[config.mk]
export PLATFORM = sky130hd
export DESIGN_NAME = booth_r4_seq_mul
export DESIGN_NICKNAME = d
export VERILOG_FILES = /design/src/rtl/booth_r4_seq_mul.sv
export SDC_FILE = /design/constraint.sdc
export NUM_CORES = 1
export LEC_CHECK = 0
export CELL_PAD_IN_SITES_DETAIL_PLACEMENT = 2
export CELL_PAD_IN_SITES_GLOBAL_PLACEMENT = 2
export CORE_MARGIN = 1
export CORE_UTILIZATION = 35
export DETAILED_ROUTE_END_ITERATION = 12
export GPL_TIMING_DRIVEN = 0
export HOLD_SLACK_MARGIN = 0.15
export PLACE_DENSITY = 0.89
export SYNTH_ARGS = -nofsm -noshare
export SYNTH_HDL_FRONTEND = slang
export SYNTH_SLANG_ARGS = --single-unit
[constraint.sdc]
create_clock -name clk -period 6.2 [get_ports clk]
set_clock_uncertainty 0.15 [all_clocks]
set_input_delay 0.62 -clock clk [delete_from_list [all_inputs] [get_ports clk]]
set_output_delay 0.62 -clock clk [all_outputs]
set_load 0.01 [all_outputs]
[src/rtl/booth_r4_seq_mul.sv]
// ============================================================================
// Module   : booth_r4_seq_mul
// Brief    : Iterative radix-4 Booth unsigned mantissa multiplier, one digit/clk
// Revision : 1.0
// ============================================================================
`default_nettype none

module booth_r4_seq_mul #(
  parameter int DWIDTH = 11
) (
  input  logic                  clk,
  input  logic                  rst_n,
  input  logic                  in_valid,
  output logic                  in_ready,
  input  logic [DWIDTH-1:0]     a,
  input  logic [DWIDTH-1:0]     b,
  output logic                  out_valid,
  input  logic                  out_ready,
  output logic [2*DWIDTH-1:0]   prod,
  output logic                  busy
);

  localparam int NDIG = DWIDTH / 2 + 1;
  localparam int AW   = 2 * DWIDTH + 2;
  localparam int BW   = 2 * NDIG + 1;
  localparam int CW   = $clog2(NDIG + 1);

  typedef enum logic [1:0] {
    S_IDLE = 2'd0,
    S_BUSY = 2'd1,
    S_DONE = 2'd2
  } state_t;

  state_t            r_state;
  state_t            w_next;
  logic [DWIDTH-1:0] r_a;
  logic [BW-1:0]     r_bx;
  logic [CW-1:0]     r_cnt;
  logic [AW-1:0]     r_acc;
  logic              w_accept;
  logic              w_last;
  logic [2:0]        w_trip;
  logic [DWIDTH:0]   w_pp;
  logic              w_neg;
  logic [AW-1:0]     w_pp_ext;
  logic [AW-1:0]     w_pp_sh;
  logic              w_unused;

  assign w_accept = (r_state == S_IDLE) && in_valid;
  assign w_last   = (r_cnt == CW'(NDIG - 1));

  always_ff @(posedge clk or negedge rst_n) begin
    if (!rst_n) r_state <= S_IDLE;
    else        r_state <= w_next;
  end

  always_comb begin
    w_next    = r_state;
    in_ready  = 1'b0;
    out_valid = 1'b0;
    busy      = 1'b0;
    case (r_state)
      S_IDLE: begin
        in_ready = 1'b1;
        if (in_valid) w_next = S_BUSY;
      end
      S_BUSY: begin
        busy = 1'b1;
        if (w_last) w_next = S_DONE;
      end
      S_DONE: begin
        busy      = 1'b1;
        out_valid = 1'b1;
        if (out_ready) w_next = S_IDLE;
      end
      default: w_next = S_IDLE;
    endcase
  end

  // r_bx holds {zero pad, b, B[-1]=0}; shifting right by 2 exposes the next triplet.
  assign w_trip = r_bx[2:0];

  always_comb begin
    w_pp  = '0;
    w_neg = 1'b0;
    case (w_trip)
      3'b001, 3'b010: w_pp = {1'b0, r_a};
      3'b011:         w_pp = {r_a, 1'b0};
      3'b100: begin
        w_pp  = {~r_a, 1'b1};
        w_neg = 1'b1;
      end
      3'b101, 3'b110: begin
        w_pp  = {1'b1, ~r_a};
        w_neg = 1'b1;
      end
      default: begin
        w_pp  = '0;
        w_neg = 1'b0;
      end
    endcase
  end

  // Extend with the sign flag (not the generator MSB) and add the +1 of the negation.
  assign w_pp_ext = {{(AW - DWIDTH - 1){w_neg}}, w_pp} + AW'(w_neg);
  assign w_pp_sh  = w_pp_ext << {r_cnt, 1'b0};

  always_ff @(posedge clk or negedge rst_n) begin
    if (!rst_n) begin
      r_a   <= '0;
      r_bx  <= '0;
      r_cnt <= '0;
      r_acc <= '0;
    end else if (w_accept) begin
      r_a   <= a;
      r_bx  <= {{(BW - DWIDTH - 1){1'b0}}, b, 1'b0};
      r_cnt <= '0;
      r_acc <= '0;
    end else if (r_state == S_BUSY) begin
      r_acc <= r_acc + w_pp_sh;
      r_bx  <= r_bx >> 2;
      r_cnt <= r_cnt + CW'(1);
    end
  end

  assign prod     = r_acc[2*DWIDTH-1:0];
  assign w_unused = &{1'b0, r_acc[AW-1:2*DWIDTH]};

endmodule

`default_nettype wire

==> flow_metrics.tcl <==
set metrics [dict create \
    run_status "completed" \
    area_inside_the_core_boundary_sq_mm 0.0132 \
    cp-end-kind "flop" \
    netlist_top_cells_area "sky130_fd_sc_hd__dfrtp_1 (26%), sky130_fd_sc_hd__ha_1 (8.4%), sky130_fd_sc_hd__mux2i_1 (6.3%), sky130_fd_sc_hd__nand2_1 (5.5%), sky130_fd_sc_hd__o21ai_0 (4.0%)" \
    via_count_of_the_first_global_routing_pass 5520 \
    synthesis.area_sq_mm 0.00474 \
    global_route.usage.total 0.289 \
    synthMuxAreaShare 0.0768 \
    final-hold-violation-count 0 \
    final-setup-viol-count 0 \
    finalCriticalPeriod_ps 6050 \
    nNetsFinal 691 \
    area_growth_pct 20.0 \
    asyncSetResetFlopFracSynth 1.00 \
    setup_tns_ps 0 \
    routed-via-count 5022 \
    synthDominantAreaCellType "sky130_fd_sc_hd__dfrtp_1" \
    gp_congestion 0.900 \
    worst_ep_required_time_ps 6250 \
    worst-slew-pin-transition_ps 856 \
    clockRootBuffer "sky130_fd_sc_hd__clkbuf_16" \
    synth_fp_nets 630 \
    netlist-cell-type-count 78 \
    yosysSeqAreaShare 0.264 \
    synth-adder-area-share 0.0887 \
    crit_fanout 10 \
    die_width_microns 118 \
    half_perimeter_wire_length_after_placement_microns 13900 \
    clock_tree.buffer_depth 2 \
    rr_worst_depth 23 \
    grt_antenna_before_repair 0 \
    cts_inserted_buffers 5 \
    max_slew_margin 0.430 \
    grt_first_pass_wirelength_microns 31600 \
    cts_sinks 50 \
    rrSetupSlack_ps 150 \
    rsz0062_at_grt "true" \
    yosysWarningCount 0 \
    syn_area_per_cell_sq_um 8.30 \
    timing_max_transition_violations_final 0 \
    synth_largest_type_area_fraction 0.264 \
    die_area_sq_mm 0.0140 \
    grt_overflow_total 0 \
    fillerInstances 1487 \
    layout_commonest_cell "sky130_fd_sc_hd__nand2_1" \
    final_cell_mix "sky130_fd_sc_hd__nand2_1 (69), sky130_fd_sc_hd__dfrtp_1 (50), sky130_fd_sc_hd__clkdlybuf4s50_1 (49)" \
    design.portCount 51 \
    antenna_cells 0 \
    routed_via_density 6.21 \
    drt-initial-drc-count 248 \
    worst-endpoint-arrival_ps 6100 \
    die_height_microns 118 \
    dr.pass1.iters 4 \
    hold_depth 2 \
    ant_nets 0 \
    worstReg2RegEnd "r_acc[21]$_DFFE_PN0P_" \
    achievable-frequency_mhz 165 \
    largest_net_degree_at_the_start_of_global_routing 33 \
    rows 42 \
    setup.worst_path.start_class "flop" \
    min_delay_worst_endpoint "r_bx[10]$_DFFE_PN0P_" \
    post_drt_wl_per_cell_microns 24.6 \
    beginning_of_the_worst_hold_path "r_bx[10]$_DFFE_PN0P_" \
    synth_top_family_by_area "compound AO/OA/AOI/OAI gates" \
    proportion_of_layout_cells_with_a_drive_suffix_above_1 0.0853 \
    clock_tree.htree_level_count 2 \
    synth_top_flop_cell "sky130_fd_sc_hd__dfrtp_1" \
    synth_compound_area_frac 0.236 \
    skew_pair_late_insertion_delay_ps 310 \
    critPathKind "reg -> reg" \
    netlist_instances 571 \
    post-route-drc-count 0 \
    number_of_enable_flip_flop_cells_after_synthesis 0 \
    synth_simple_gate_area_share 0.227 \
    synth-xor-area-share 0.0536 \
    postSynthRegisterBits 50 \
    critical_path.reg2reg.startpoint "r_bx[1]$_DFFE_PN0P_" \
    portBuffers 50 \
    period_share 0.976 \
    hold_path.class "reg -> reg" \
    floorplan.initialDensity 0.358 \
    cts.clk_slew.worst_paths_ps 70 \
    routed_wl_microns 19900 \
    placed_cells_incl_taps 798 \
    max-cap-violations 0 \
    cts_tree "yes" \
    layout.cells.non_filler 809 \
]
-- cells by family (layout without fill, tap and decap cells) --
logic type               after synthesis  count (layout)
buffers and inverters                 56             118
AO/OA/AOI/OAI                        158             158
flip-flops                            50              50
multiplexers                          34              34
AND/OR/NAND/NOR                      211             211
adder cells (fa/ha/maj)               33              33
XOR/XNOR                              29              29
-- per-stage QoR --
stage	setup slack (ps)	hold slack, ps	util	instance area (sq um)
after global placement	335	343	0.412	5460
after CTS	13.0	362	0.427	5660
final	151	357	0.430	5690
after detailed placement	-205	343	0.413	5480
after floorplan	1550	174	-	4740
after global routing	-105	404	0.430	5690
-- routing by layer --
metal  vias up  share of wire  global-route usage
met1      2580           0.42               0.347
met5         -              0                   0
li1       2204              -                   -
met3        70          0.044              0.0526
met4         0          0.039               0.134
met2       168           0.49               0.499
-- worst max-delay path, cell delays in order (launching register included) --
cell,delay [ps]
sky130_fd_sc_hd__dfrtp_1,360
sky130_fd_sc_hd__buf_6,150
sky130_fd_sc_hd__clkbuf_1,430
sky130_fd_sc_hd__o21a_1,230
sky130_fd_sc_hd__o21ai_0,90
sky130_fd_sc_hd__a21oi_1,140
sky130_fd_sc_hd__ha_2,270
sky130_fd_sc_hd__ha_1,260
sky130_fd_sc_hd__nand4_1,220
sky130_fd_sc_hd__buf_4,250
sky130_fd_sc_hd__nand4b_1,260
sky130_fd_sc_hd__mux2i_1,220
sky130_fd_sc_hd__a22o_1,260
sky130_fd_sc_hd__mux2i_1,170
sky130_fd_sc_hd__mux2i_2,360
sky130_fd_sc_hd__ha_1,340
sky130_fd_sc_hd__a21o_1,230
sky130_fd_sc_hd__a21oi_2,220
sky130_fd_sc_hd__nand3_1,150
sky130_fd_sc_hd__a2111o_1,460
sky130_fd_sc_hd__a21oi_2,220
sky130_fd_sc_hd__nor3_1,80
sky130_fd_sc_hd__mux2_4,300
sky130_fd_sc_hd__mux2i_1,110
-- state kept, by name, summed over array words and instances (netlist names) --
signal	flops
r_acc	22
r_bx	12
r_a	11
r_cnt	3
r_state	2
-- layout make-up --
class / instances / area, sq um / share of cell area
Multi-Input combinational cell: 465 / 3270 / 0.574
Sequential cell: 50 / 1250 / 0.220
Tap cell: 176 / 220 / 0.0387
Timing Repair Buffer: 54 / 541 / 0.0950
Clock inverter: 3 / 28.8 / 0.00506
Inverter: 19 / 71.3 / 0.0125
Clock buffer: 5 / 125 / 0.0220
Buffer: 37 / 186 / 0.0328
-- what timing repair did --
| item | 4_1_cts | 5_1_grt |
|---|---|---|
| setup endpoints to repair | 9 | 9 |
| setup buffers | 1 | 1 |
| pin swaps | 0 | 1 |
| resized for setup | 5 | 9 |
| hold endpoints to repair | 4 | 0 |
| hold buffers | 1 | 0 |
-- cell usage after synthesis (4+ instances only) --
| cell | number |
|---|---|
| sky130_fd_sc_hd__nand2_1 | 69 |
| sky130_fd_sc_hd__dfrtp_1 | 50 |
| sky130_fd_sc_hd__nor2_1 | 45 |
| sky130_fd_sc_hd__o21ai_0 | 38 |
| sky130_fd_sc_hd__a21oi_1 | 34 |
| sky130_fd_sc_hd__ha_1 | 32 |
| sky130_fd_sc_hd__mux2i_1 | 30 |
| sky130_fd_sc_hd__clkbuf_1 | 20 |
| sky130_fd_sc_hd__xnor2_1 | 20 |
| sky130_fd_sc_hd__nand3_1 | 19 |
| sky130_fd_sc_hd__inv_1 | 18 |
| sky130_fd_sc_hd__a21o_1 | 17 |
| sky130_fd_sc_hd__a211oi_1 | 12 |
| sky130_fd_sc_hd__nor3_1 | 11 |
| sky130_fd_sc_hd__xor2_1 | 9 |
| sky130_fd_sc_hd__and2_1 | 7 |
| sky130_fd_sc_hd__and3_1 | 7 |
| sky130_fd_sc_hd__nand4b_1 | 7 |
| sky130_fd_sc_hd__nor2b_1 | 7 |
| sky130_fd_sc_hd__buf_1 | 6 |
| sky130_fd_sc_hd__o21a_1 | 6 |
| sky130_fd_sc_hd__nor3b_1 | 5 |
| sky130_fd_sc_hd__or3_1 | 5 |
| sky130_fd_sc_hd__a31oi_1 | 4 |
| sky130_fd_sc_hd__buf_4 | 4 |
| sky130_fd_sc_hd__nand3b_1 | 4 |
| sky130_fd_sc_hd__nand4_1 | 4 |
| sky130_fd_sc_hd__o211ai_1 | 4 |
-- how the worst max path moves through the flow --
stage / slack (ps) / endpoint / startpoint / cells past startpoint
floorplan: 1550 / r_acc[21]$_DFFE_PN0P_ / r_bx[2]$_DFFE_PN0P_ / 22
finish: 150 / r_acc[21]$_DFFE_PN0P_ / r_bx[1]$_DFFE_PN0P_ / 23
global placement: 340 / r_acc[16]$_DFFE_PN0P_ / r_bx[2]$_DFFE_PN0P_ / 20
CTS: 10 / r_acc[21]$_DFFE_PN0P_ / r_bx[2]$_DFFE_PN0P_ / 23
detailed placement: -210 / r_acc[16]$_DFFE_PN0P_ / r_bx[2]$_DFFE_PN0P_ / 20
global route: -100 / r_acc[21]$_DFFE_PN0P_ / r_bx[1]$_DFFE_PN0P_ / 22
Power is left out: the tool's default activity adds up to more than one toggle a clock period on the data nets, which glitch-free logic cannot reach.
